--- config.mk ---
export PLATFORM = sky130hd
export DESIGN_NAME = quad_speed_meter
export DESIGN_NICKNAME = d
export VERILOG_FILES = /design/src/rtl/quad_pkg.sv /design/src/rtl/quad_input_filter.sv /design/src/rtl/quad_speed_meter.sv
export SDC_FILE = /design/constraint.sdc
export NUM_CORES = 1
export LEC_CHECK = 0
export ABC_AREA = 1
export ABC_CLOCK_PERIOD_IN_PS = 3900
export BUFFER_PORTS_ARGS = -buffer_cell sky130_fd_sc_hd__buf_4
export CAP_MARGIN = 30
export CORE_MARGIN = 2
export CORE_UTILIZATION = 50
export DETAILED_ROUTE_END_ITERATION = 12
export GPL_TIMING_DRIVEN = 1
export PLACE_DENSITY = 0.81
export SLEW_MARGIN = 10
export SYNTH_ARGS = -nofsm -noshare
export SYNTH_HDL_FRONTEND = slang
export SYNTH_SLANG_ARGS = --single-unit
export TNS_END_PERCENT = 50
--- constraint.sdc ---
create_clock -name clk -period 3.9 [get_ports clk]
set_input_delay 1.17 -clock clk [delete_from_list [all_inputs] [get_ports clk]]
set_output_delay 1.17 -clock clk [all_outputs]
set_load 0.03 [all_outputs]
--- src/rtl/quad_pkg.sv ---
// Shared step encoding, default parameters and Gray-code step decoder for the quadrature meter.
package quad_pkg;

  localparam int unsigned FILT_LEN_DEF   = 4;
  localparam int unsigned WIN_CYCLES_DEF = 50000;
  localparam int unsigned POS_W_DEF      = 16;

  typedef enum logic [1:0] {
    STEP_NONE = 2'b00,
    STEP_FWD  = 2'b01,
    STEP_ERR  = 2'b10,
    STEP_REV  = 2'b11
  } step_e;

  // Map {A,B} onto its position in the forward cycle 00->01->11->10.
  function automatic logic [1:0] gray_idx(input logic [1:0] ab);
    logic [1:0] idx;
    unique case (ab)
      2'b00:   idx = 2'd0;
      2'b01:   idx = 2'd1;
      2'b11:   idx = 2'd2;
      default: idx = 2'd3;
    endcase
    return idx;
  endfunction

  // Distance travelled round the cycle: 1 = forward, 3 = reverse, 2 = both bits flipped.
  function automatic step_e decode_step(input logic [1:0] prev_ab, input logic [1:0] cur_ab);
    logic [1:0] diff;
    step_e      step;
    diff = gray_idx(cur_ab) - gray_idx(prev_ab);
    unique case (diff)
      2'd0:    step = STEP_NONE;
      2'd1:    step = STEP_FWD;
      2'd2:    step = STEP_ERR;
      default: step = STEP_REV;
    endcase
    return step;
  endfunction

endpackage

--- src/rtl/quad_input_filter.sv ---
// Two-flop synchronizer followed by a persistence filter for one encoder channel.
module quad_input_filter import quad_pkg::*; #(
  parameter int unsigned FILT_LEN = FILT_LEN_DEF
) (
  input  logic clk,
  input  logic rst_n,
  input  logic i_raw,
  output logic o_filt
);

  localparam logic [3:0] CntLast = 4'(FILT_LEN - 1);

  logic       r_sync1;
  logic       r_sync2;
  logic       r_filt;
  logic [3:0] r_cnt;

  // Reset seeds every stage with the live input so release never looks like an edge.
  always_ff @(posedge clk) begin
    if (!rst_n) begin
      r_sync1 <= i_raw;
      r_sync2 <= i_raw;
      r_filt  <= i_raw;
      r_cnt   <= '0;
    end else begin
      r_sync1 <= i_raw;
      r_sync2 <= r_sync1;
      if (r_sync2 == r_filt) begin
        r_cnt <= '0;
      end else if (r_cnt == CntLast) begin
        r_filt <= r_sync2;
        r_cnt  <= '0;
      end else begin
        r_cnt <= r_cnt + 4'd1;
      end
    end
  end

  assign o_filt = r_filt;

endmodule

--- src/rtl/quad_speed_meter.sv ---
// 4x quadrature decoder with position counter, sticky error flag and windowed speed measurement.
module quad_speed_meter import quad_pkg::*; #(
  parameter int unsigned FILT_LEN   = FILT_LEN_DEF,
  parameter int unsigned WIN_CYCLES = WIN_CYCLES_DEF,
  parameter int unsigned POS_W      = POS_W_DEF
) (
  input  logic                    clk,
  input  logic                    rst_n,
  input  logic                    enc_a,
  input  logic                    enc_b,
  input  logic                    clr_pos,
  output logic signed [POS_W-1:0] position,
  output logic                    dir,
  output logic signed [POS_W-1:0] speed,
  output logic                    speed_valid,
  output logic                    err
);

  localparam int unsigned WinW = (WIN_CYCLES > 1) ? $clog2(WIN_CYCLES) : 1;
  localparam logic [WinW-1:0] WinLast = WinW'(WIN_CYCLES - 1);
  localparam logic signed [POS_W:0] SatMax = {2'b00, {(POS_W - 1){1'b1}}};
  localparam logic signed [POS_W:0] SatMin = -SatMax;

  logic                    w_filt_a;
  logic                    w_filt_b;
  logic [1:0]              w_ab;
  step_e                   w_step;
  logic signed [POS_W:0]   w_step_val;
  logic signed [POS_W:0]   w_acc_sum;
  logic signed [POS_W-1:0] w_acc_sat;

  logic [1:0]              r_prev_ab;
  logic [POS_W-1:0]        r_pos;
  logic                    r_dir;
  logic                    r_err;
  logic [WinW-1:0]         r_win;
  logic signed [POS_W-1:0] r_acc;
  logic signed [POS_W-1:0] r_speed;
  logic                    r_valid;

  quad_input_filter #(
    .FILT_LEN(FILT_LEN)
  ) u_filt_a (
    .clk   (clk),
    .rst_n (rst_n),
    .i_raw (enc_a),
    .o_filt(w_filt_a)
  );

  quad_input_filter #(
    .FILT_LEN(FILT_LEN)
  ) u_filt_b (
    .clk   (clk),
    .rst_n (rst_n),
    .i_raw (enc_b),
    .o_filt(w_filt_b)
  );

  assign w_ab   = {w_filt_a, w_filt_b};
  assign w_step = decode_step(r_prev_ab, w_ab);

  // Signed step value and saturating accumulation of the current window.
  always_comb begin
    w_step_val = '0;
    unique case (w_step)
      STEP_FWD: w_step_val = (POS_W + 1)'(1);
      STEP_REV: w_step_val = '1;
      default:  w_step_val = '0;
    endcase
    w_acc_sum = $signed({r_acc[POS_W-1], r_acc}) + w_step_val;
    if (w_acc_sum > SatMax) begin
      w_acc_sat = SatMax[POS_W-1:0];
    end else if (w_acc_sum < SatMin) begin
      w_acc_sat = SatMin[POS_W-1:0];
    end else begin
      w_acc_sat = w_acc_sum[POS_W-1:0];
    end
  end

  // Position, direction and error tracking; clr_pos overrides any coincident step.
  always_ff @(posedge clk) begin
    if (!rst_n) begin
      r_prev_ab <= {enc_a, enc_b};
      r_pos     <= '0;
      r_dir     <= 1'b1;
      r_err     <= 1'b0;
    end else begin
      r_prev_ab <= w_ab;
      if (w_step == STEP_FWD) begin
        r_dir <= 1'b1;
      end else if (w_step == STEP_REV) begin
        r_dir <= 1'b0;
      end
      if (clr_pos) begin
        r_pos <= '0;
        r_err <= 1'b0;
      end else begin
        unique case (w_step)
          STEP_FWD: r_pos <= r_pos + POS_W'(1);
          STEP_REV: r_pos <= r_pos - POS_W'(1);
          STEP_ERR: r_err <= 1'b1;
          default:  ;
        endcase
      end
    end
  end

  // Free-running window; the terminal cycle folds in its own step before publishing.
  always_ff @(posedge clk) begin
    if (!rst_n) begin
      r_win   <= '0;
      r_acc   <= '0;
      r_speed <= '0;
      r_valid <= 1'b0;
    end else begin
      r_valid <= 1'b0;
      if (r_win == WinLast) begin
        r_win   <= '0;
        r_acc   <= '0;
        r_speed <= w_acc_sat;
        r_valid <= 1'b1;
      end else begin
        r_win <= r_win + WinW'(1);
        r_acc <= w_acc_sat;
      end
    end
  end

  assign position    = r_pos;
  assign dir         = r_dir;
  assign err         = r_err;
  assign speed       = r_speed;
  assign speed_valid = r_valid;

endmodule

# Word level (Yosys, flattened, before mapping)
# Index checks and enable logic that the tools add are counted.
dict set report totals {
  regBits 83
  output_inout_bits 35
  wordCells 72
}
dict set report classes {
  n_addsub 7
  n_lt_le_gt_ge 2
  eq_ne 18
  muxes 17
  bitwise 1
  n_reduce_logical 11
}
# operator count
set ops {}
lappend ops {{17-bit one-hot mux with 2 select lines} 1}
lappend ops {{16-bit by 1-bit adder with 16-bit output, second input constant} 2}
lappend ops {{16-bit two-way mux} 2}
lappend ops {{16-bit one-hot mux with 2 select lines} 1}
lappend ops {{2-bit one-hot mux with 3 select lines} 3}
lappend ops {{16-bit by 17-bit adder with 17-bit output} 1}
lappend ops {{17-bit by 16-bit greater-than comparator with 1-bit output, second input constant} 1}
lappend ops {{17-bit by 16-bit < comparator with 1-bit output, second input constant} 1}
lappend ops {{16-bit equality test, second input constant} 1}
lappend ops {{16-bit by 1-bit subtractor with 16-bit output, second input constant} 1}
lappend ops {{2-bit equality test, second input constant} 5}
lappend ops {{1-bit two-way mux} 9}
lappend ops {{4-bit by 1-bit adder with 4-bit output, second input constant} 2}
lappend ops {{2-bit by 1-bit equality test with 1-bit output, second input constant} 4}
lappend ops {{4-bit by 2-bit equality test with 1-bit output, second input constant} 2}
lappend ops {{2-bit logical NOT} 3}
lappend ops {{2-bit OR reduction} 3}
lappend ops {{3-bit OR reduction} 2}
lappend ops {{2-bit by 1-bit != test with 1-bit output, second input constant} 2}
lappend ops {{2-bit != test, second input constant} 2}
lappend ops {{2-bit AND reduction} 2}
lappend ops {{1-bit equality test} 2}
lappend ops {{2-bit two-way mux} 1}
lappend ops {{2-bit nonzero test} 1}
lappend ops {{other kinds (2)} 2}

# Depth between registers and ports, before layout
# Gate-level depths: netlist of run 1.
dict set report depth {
  depth_word 11
  mapped_depth 28
  mapped_depth_nobuf 26
}

# Hierarchy
# From an unflattened synthesis of run 1, not the netlist that was laid out.
dict set report hier_totals {
  hier_cells 720
  area_unflattened_um2 4913.5
}
# module n_inst cells_per_inst area_each_um2 seq_area_each_um2
set by_module_without_submodules {}
lappend by_module_without_submodules {quad_speed_meter 1 652 4347.9 1381.3}
lappend by_module_without_submodules {quad_input_filter 2 34 282.8 150.1}

# Least setup slack after synthesis of run 1
# Ideal clock, no wire load.
dict set report synth_timing {
  path_kind {register to register}
  startpoint {register u_filt_a.r_filt, in the netlist u_filt_a.o_filt}
  endpoint {register r_speed[10], in the netlist speed[10]}
  t_arrival_ns 4.184
  required_time_ns 3.788
  setup_slack_ns -0.396
  stages_incl_launch_ff 26
  cell_sequence {edfxtp_1 > ha_1 > ha_1 > xor2_1 > nor2_1 > inv_1 > fa_1 > inv_1 > nand3_1 > nand2_2 > nand2_1 > nand2_2 > nand2_1 > nand2_1 > nand2_1 > nand2_1 > nand2_1 > nor2_1 > nand2_1 > nand2_2 > nand2_4 > buf_8 > nand2_2 > nand2_1 > nand2_1 > nand2_1}
}
dict set report synth_between {
  elab_chain_cells 11
  word_cells_on_any_way 17
  cone_classes {add/sub: 2; order compare: 2; eq/ne: 6; mux: 5; reduce/logical: 2}
}
# element line_no
set synth_rtl {}
lappend synth_rtl {{start: declaration} quad_input_filter.sv:15} ;# logic r_filt;
lappend synth_rtl {{start signal: assignment} quad_input_filter.sv:23} ;# r_filt <= i_raw;
lappend synth_rtl {{start signal: assignment} quad_input_filter.sv:31} ;# r_filt <= r_sync2;
lappend synth_rtl {{2-bit equality test, or another cell as far along} quad_pkg.sv:18} ;# unique case (ab)
lappend synth_rtl {{2-bit one-hot mux with 3 select lines *} quad_pkg.sv:18}
lappend synth_rtl {{2-bit subtractor *} quad_pkg.sv:31} ;# diff = gray_idx(cur_ab) - gray_idx(prev_ab);
lappend synth_rtl {{2-bit equality test, or another cell as far along} quad_pkg.sv:32} ;# unique case (diff)
lappend synth_rtl {{2-bit one-hot mux with 3 select lines *} quad_pkg.sv:32}
lappend synth_rtl {{2-bit equality test or 2-bit by 1-bit equality test with 1-bit output (tied branches)} quad_speed_meter.sv:65} ;# unique case (w_step)
lappend synth_rtl {{17-bit one-hot mux with 2 select lines *} quad_speed_meter.sv:65}
lappend synth_rtl {{16-bit by 17-bit adder with 17-bit output *} quad_speed_meter.sv:70} ;# w_acc_sum = $signed({r_acc[POS_W-1], r_acc}) + w_step_val;
lappend synth_rtl {{17-bit by 16-bit < comparator with 1-bit output} quad_speed_meter.sv:73} ;# end else if (w_acc_sum < SatMin) begin
lappend synth_rtl {{16-bit two-way mux} quad_speed_meter.sv:73}
lappend synth_rtl {{16-bit two-way mux *} quad_speed_meter.sv:71} ;# if (w_acc_sum > SatMax) begin
lappend synth_rtl {{end signal: assignment} quad_speed_meter.sv:120} ;# r_speed <= w_acc_sat;
lappend synth_rtl {{end: declaration} quad_speed_meter.sv:38} ;# logic signed [POS_W-1:0] r_speed;
# Mark *: on every way between the ends. The rest lies on a longest branch, timed or not.
# A chain may end at the register's enable or synchronous reset.

# Final worst setup path of run 1
dict set report layout_timing {
  startpoint {register u_filt_a.r_filt, in the netlist u_filt_a.o_filt}
  endpoint {register r_speed[3], in the netlist speed[3]}
}
# The elaborated chain is that of the path after synthesis.

==> results of run 1 <==
-- registers in the layout, summed over array words and instances, names as in the netlist --
register and flops:
r_win 16, u_filt_b.r_cnt 4, u_filt_b.r_sync1 1, speed_valid 1, u_filt_b.o_filt 1, u_filt_a.r_sync1 1
speed 16, dir 1, u_filt_a.o_filt 1, u_filt_b.r_sync2 1, u_filt_a.r_sync2 1, position 16
u_filt_a.r_cnt 4, r_prev_ab 2, err 1, r_acc 16
-- cell usage in the layout, fill, tap and decap left out, types with 4 or more instances in the layout --
cell type | netlist | layout
a21oi_1 | 51 | 51
buf_4 | 0 | 48
clkbuf_8 | 0 | 9
dfxtp_1 | 81 | 81
ha_1 | 38 | 33
inv_1 | 96 | 96
inv_2 | 4 | 4
nand2_1 | 195 | 195
nand2_2 | 18 | 17
nand3_1 | 28 | 28
nand3b_1 | 5 | 5
nand4_1 | 9 | 9
nor2_1 | 74 | 71
nor3_1 | 11 | 11
o21ai_0 | 22 | 22
o21ai_1 | 5 | 5
or2_2 | 5 | 5
xnor2_1 | 5 | 5
xor2_1 | 12 | 11
-- routing by layer --
layer	global-route usage (%)	part of all wire (%)
met3	3.80	4.2
met1	28.0	46
met5	0	0
met4	7.79	1.6
met2	37.7	48
-- metrics by stage --
step | util (%) | instance area [sq um] | std cells | power [mW] | hold WS [ns]
floorplan | - | 4860 | 703 | 2.65 | 0.403
global route | 60.1 | 5610 | 885 | 4.14 | 0.468
detailed placement | 56.8 | 5300 | 866 | 2.98 | 0.416
CTS | 59.2 | 5530 | 882 | 3.71 | 0.432
global placement | 56.8 | 5300 | 866 | 2.93 | 0.407
finish | 60.1 | 5610 | 885 | 3.80 | 0.431
-- cell families after synthesis --
group,share of synthesized area [%]
xor gates and xnor gates,3.73
and+or+nand+nor,31.0
buffers and inverters,9.21
AOI/OAI and AO/OA,10.8
adders and majority gates,10.6
DFF,34.6
-- worst max-delay path, cell delays in order (launching register included) --
cell and delay, ns:
edfxtp_1 0.45, ha_1 0.23, nor2_1 0.13, xnor2_1 0.16, xor2_1 0.30, nor2_2 0.08
buf_4 0.22, ha_1 0.36, nand2_1 0.11, inv_1 0.06, a21oi_1 0.22, nand2_2 0.10
nand2_2 0.08, nand2_2 0.06, nand2_1 0.07, nand3_2 0.11, xor2_4 0.24, inv_2 0.07
nand2_4 0.18, nand2_1 0.10, nand2_1 0.08, nand2_1 0.06, nand2_1 0.08
-- area by class of cell --
type | count | area share, %
Timing Repair Buffer | 48 | 6.42
Multi-Input combinational cell | 508 | 49.9
Clock inverter | 7 | 1.90
Tap cell | 129 | 2.88
Clock buffer | 9 | 2.21
Sequential cell | 83 | 30.0
Inverter | 101 | 6.76
-- cells in the mapped netlist, types with 3 or more instances --
| master | number |
|---|---|
| or2_2 | 5 |
| nor2_1 | 74 |
| inv_2 | 4 |
| nand2_2 | 18 |
| nor3_1 | 11 |
| a21oi_1 | 51 |
| o211ai_1 | 3 |
| nand3_1 | 28 |
| xor2_1 | 12 |
| inv_1 | 96 |
| ha_1 | 38 |
| xnor2_1 | 5 |
| clkbuf_1 | 5 |
| dfxtp_1 | 81 |
| nand2_1 | 195 |
| nand3b_1 | 5 |
| a31oi_1 | 3 |
| o21ai_1 | 5 |
| nand4_1 | 9 |
| o21ai_0 | 22 |
-- repair_timing --
| action | 4_1_cts | 5_1_grt |
|---|---|---|
| setup endpoints to repair | 0 | 22 |
| gates resized for setup | 0 | 10 |
| setup buffers | 0 | 3 |
-- worst max path at each step --
stage | start | to | slack, ns | cells past startpoint
3_3_place_gp | u_filt_a.o_filt | speed[2] | 0.44 | 19
4_1_cts | u_filt_a.o_filt | speed[3] | 0.24 | 23
5_1_grt | u_filt_a.o_filt | speed[1] | -0.03 | 23
2_1_floorplan | u_filt_a.o_filt | speed[10] | 0.06 | 25
3_5_place_dp | u_filt_a.o_filt | speed[4] | 0.29 | 20
6_report | u_filt_a.o_filt | speed[3] | 0.30 | 22
-- power breakdown --
| group | leakage, nW | total [mW] | internal [mW] | switching [mW] |
|---|---|---|---|---|
| clock network | 0.117 | 0.711 | 0.373 | 0.338 |
| registers | 0.682 | 1.03 | 0.967 | 0.0680 |
| logic | 2.13 | 2.06 | 0.709 | 1.35 |
==> metrics, run 1 <==
Root Buffer=clkbuf_8; DR vias=4,489; Antenna Cells=0; Post-synth EDFFs=2; Synth async-reset ratio=0%; chip width=slightly above 100 microns; total wire length=~11 mm; period utilization=between 90 and 100%; Vias per Instance=approximately 5; Worst EP required=about 4.2 ns; f_max=roughly 0.28 GHz; cell taking the most area after synthesis=dfxtp_1; synthesized area=4860 sq um; # hold bufs at CTS=0; Hold WC Path Type=reg -> reg; Place WS=around 0.29 ns; register bit count reported by yosys=83; grt ovf=0; TritonCTS buffer count=9; Port-buffer cells=39; leakage=2.93 nW; CTS tree=built; setup slack after layout=between 0.2 and 0.3 ns; pwr/cell area=~680 nW/um^2; Placer Congestion=approximately 0.95; num rows=35; status=completed; Gate Count Post-Synth=703; ANT nets after route=0; Reg area=approximately 1700 sq um; drt initial violations=260; largest cells by area after synthesis=dfxtp_1 33%, nand2_1 15%, ha_1 9.8%, inv_1 7.4%, nor2_1 5.7%; Tot GR Track Use=between 20% and 30%; post-synth top area share=between 30% and 40%; post-DP HPWL=~8.1 mm; WHS Endpoint=u_filt_b.r_sync2; CP arrival=3.91 ns; Bufs on Longest Clock Path=2; Layout Nets=approximately 800; Worst R2R Setup Slack=a little under 0.3 ns; Max IR drop VDD=374 uV; die footprint=between 10,000 and 15,000 sq um; Slew HR=40.9%; reg2reg start=u_filt_a.o_filt; clk sinks=83; Max Cap Violations=0; Max Fanout on Critical Path=16; TNS Setup=0 ns; Area Overhead vs Synth=15.4%; Yosys warning count=0; Chip Height=between 100 and 150 microns; Synth Net Count=between 700 and 800; critical path class=reg -> reg; fillers=about 840; Avg Cell Area, Syn=between 6 and 7 sq um; I/O pin cnt=40; H-Tree Depth=3; ys flop type=dfxtp_1; routed len/inst=roughly 12 microns; core area=9330 sq um; DR DRC count=0; clk_lat worst skew=between 0.3 and 0.4 ns; area occupied by multi-input gates=between 2000 and 3000 sq um; Hold Crit Depth=2; Slew @ Worst Pin=between 0.8 and 0.9 ns; Tmin final=3.60 ns; Starting Density=between 50 and 60%; final setup fails=0; Final Hold Viols=0; Yosys cell types=41; layout cells sized above 1=approximately 14%; vias in the first global route=around 4,300; TritonRoute pass-1 iters=5; max-slew violations=0; R2R cell count=22; CP startpoint kind=register; sequential cell area fraction in the yosys report=34.6%; CP endpoint kind=register; initial antenna violation count=0; Worst-path clk slew=around 0.09 ns; Final Skew=0.00968 ns; min-delay src=u_filt_b.r_sync1; pin count of the biggest net entering global routing=29; first-pass GRT wire length=between 15 and 20 mm; FF-to-FF End=speed[3]
Power figures use the tool's default switching activity.
==> run 2: changes to the inputs <==
--- a/config.mk
+++ b/config.mk
@@ -6,14 +6,14 @@
 export NUM_CORES = 1
 export LEC_CHECK = 0
 export ABC_AREA = 1
-export ABC_CLOCK_PERIOD_IN_PS = 3900
+export ABC_CLOCK_PERIOD_IN_PS = 4400
 export BUFFER_PORTS_ARGS = -buffer_cell sky130_fd_sc_hd__buf_4
 export CAP_MARGIN = 30
 export CORE_MARGIN = 2
 export CORE_UTILIZATION = 50
 export DETAILED_ROUTE_END_ITERATION = 12
 export GPL_TIMING_DRIVEN = 1
-export PLACE_DENSITY = 0.81
+export PLACE_DENSITY = 0.79
 export SLEW_MARGIN = 10
 export SYNTH_ARGS = -nofsm -noshare
 export SYNTH_HDL_FRONTEND = slang
==> constraint.sdc (replaced) <==
create_clock -name clk -period 4.4 [get_ports clk]
set_input_delay 1.32 -clock clk [delete_from_list [all_inputs] [get_ports clk]]
set_output_delay 1.32 -clock clk [all_outputs]
set_load 0.03 [all_outputs]
==> run 2 against run 1 <==
Critical path depth decreased by 2. Clock skew grew 0.0039 ns. Setup slack improved by 0.24 ns. Fmax down 6.8%. Sequential power down 11%.
==> metrics, run 2 (synthesis results as in run 1) <==
CP endpoint kind=register; DR DRC count=0; Tmin final=3.87 ns; Root Buffer=clkbuf_8; Slew @ Worst Pin=0.863 ns; RSZ-0062 raised after global routing=no; total wire length=roughly 10 mm; Antenna Cells=0; Reg area=around 1700 sq um; critical path class=reg -> reg; area occupied by multi-input gates=around 2700 sq um; leakage=between 2 and 3 nW; pwr/cell area=about 590 nW/um^2; Placer Congestion=approximately 0.87; min-delay src=u_filt_b.r_sync1; Power, Total=3.22 mW; grt ovf=0; DR vias=approximately 4,400; f_max=roughly 0.26 GHz; Max stage delay cell, worst path=ha_1; Chip Height=around 100 microns; Bufs on Longest Clock Path=2; Place WS=roughly 0.56 ns; period utilization=a little under 90%; Max Fanout on Critical Path=25; Final Skew=around 0.014 ns; vias in the first global route=~4,100; FF-to-FF End=r_acc[11]; Port-buffer cells=39; minimum hold slack=~0.43 ns; commonest non-fill, non-tap cell in the layout=nand2_1; CP startpoint kind=register; Hold Crit Depth=2; status=completed; CP arrival=between 4 and 5 ns; Area Overhead vs Synth=12.8%; pin count of the biggest net entering global routing=29; Worst-path clk slew=0.08 ns; Worst R2R Setup Slack=roughly 0.53 ns; routed len/inst=11.8 microns; clk_lat worst skew=about 0.35 ns; Vias per Instance=about 5.0; Starting Density=roughly 52%; Slew HR=between 40% and 50%; TNS Setup=0 ns; layout cells sized above 1=approximately an eighth; TritonRoute pass-1 iters=5; max-slew violations=0; Hold WC Path Type=reg -> reg; Worst EP required=roughly 4.7 ns; post-CTS setup buffers=0; post-CTS sizing=0; drt initial violations=approximately 260; Max IR drop VDD=just over 300 uV; initial antenna violation count=0; first-pass GRT wire length=about 18 mm; Finished Layout Cells=between 800 and 900; Max Cap Violations=0; slowest stage delay, CP=approximately 0.48 ns; Layout Nets=around 790; Final Hold Viols=0; TritonCTS buffer count=9; CTS tree=built; commonest cells after routing, fill and taps aside=195 x nand2_1, 96 x inv_1, 81 x dfxtp_1; worst path cell trace=ha_1 -> ha_1 -> nor2_2 -> buf_4 -> inv_1 -> fa_1 -> inv_1 -> nand3_1 -> nand2_2 -> nand2_2 -> nand2_2 -> nand2_2 -> nand2_2 -> nand2_1 -> nand3_2 -> xor2_2 -> nand2_2 -> nand2_1 -> nand2_1 -> nor2_1; I/O pin cnt=40; R2R cell count=20; Tot GR Track Use=20.6%; chip width=around 100 microns; ANT nets after route=0; clk sinks=83; reg2reg start=u_filt_a.o_filt; num rows=35; post-DP HPWL=approximately 8 mm; fillers=~830; setup slack after layout=between 0.5 and 0.6 ns; # hold bufs at CTS=0; cell mode on critical path=nand2_2; final setup fails=0; core area=just over 9000 sq um; WHS Endpoint=u_filt_b.r_sync2; H-Tree Depth=3; placed instance count=between 800 and 900; die footprint=about 11,000 sq um
[run 2: metrics by stage]
stage	utilization [%]	area (sq um)
3_5_place_dp	56.7	5290
5_1_grt	58.8	5490
6_report	58.8	5490
2_1_floorplan	-	4860
3_3_place_gp	56.7	5290
4_1_cts	58.8	5490
[run 2: worst max-delay path: cells and delay by family, from the launching register on]
kind	cells	cell delay, ns
simple gates	13	1.42
fa+ha+maj	3	1.24
flops	1	0.46
buf+inv	3	0.42
xor+xnor	1	0.24
[run 2: routing by layer]
layer,part of all wire (%),global-route usage (%),up-vias
met5,0,0,-
met4,1.5,6.77,0
met3,5.2,3.80,16
met2,45,33.6,104
met1,48,27.7,1957
li1,-,-,2327
[run 2: area by class of cell]
type | instances | share of cell area (%)
clock buffer | 10 | 2.33
tap | 129 | 2.94
timing repair buffer | 44 | 6.02
inverter | 101 | 6.91
multi-input combinational | 508 | 49.9
clock inverter | 6 | 1.30
sequential | 83 | 30.6
[run 2: worst max path at each step]
stage                          startpoint  slack (ns)   endpoint  cells past startpoint
after floorplan           u_filt_a.o_filt        0.10  speed[10]                     25
after global placement    u_filt_a.o_filt        0.66  r_acc[11]                     20
after detailed placement  u_filt_b.o_filt        0.56  r_acc[11]                     21
after CTS                 u_filt_b.o_filt        0.53  r_acc[11]                     21
after global routing      u_filt_b.o_filt        0.16  r_acc[11]                     21
final                     u_filt_a.o_filt        0.53  r_acc[11]                     20
[run 2: where the power goes]
part | leakage, nW | internal, mW | switching, mW
clock | 0.0939 | 0.269 | 0.289
sequential | 0.682 | 0.857 | 0.0578
combinational | 2.11 | 0.582 | 1.17
total | 2.89 | 1.71 | 1.52
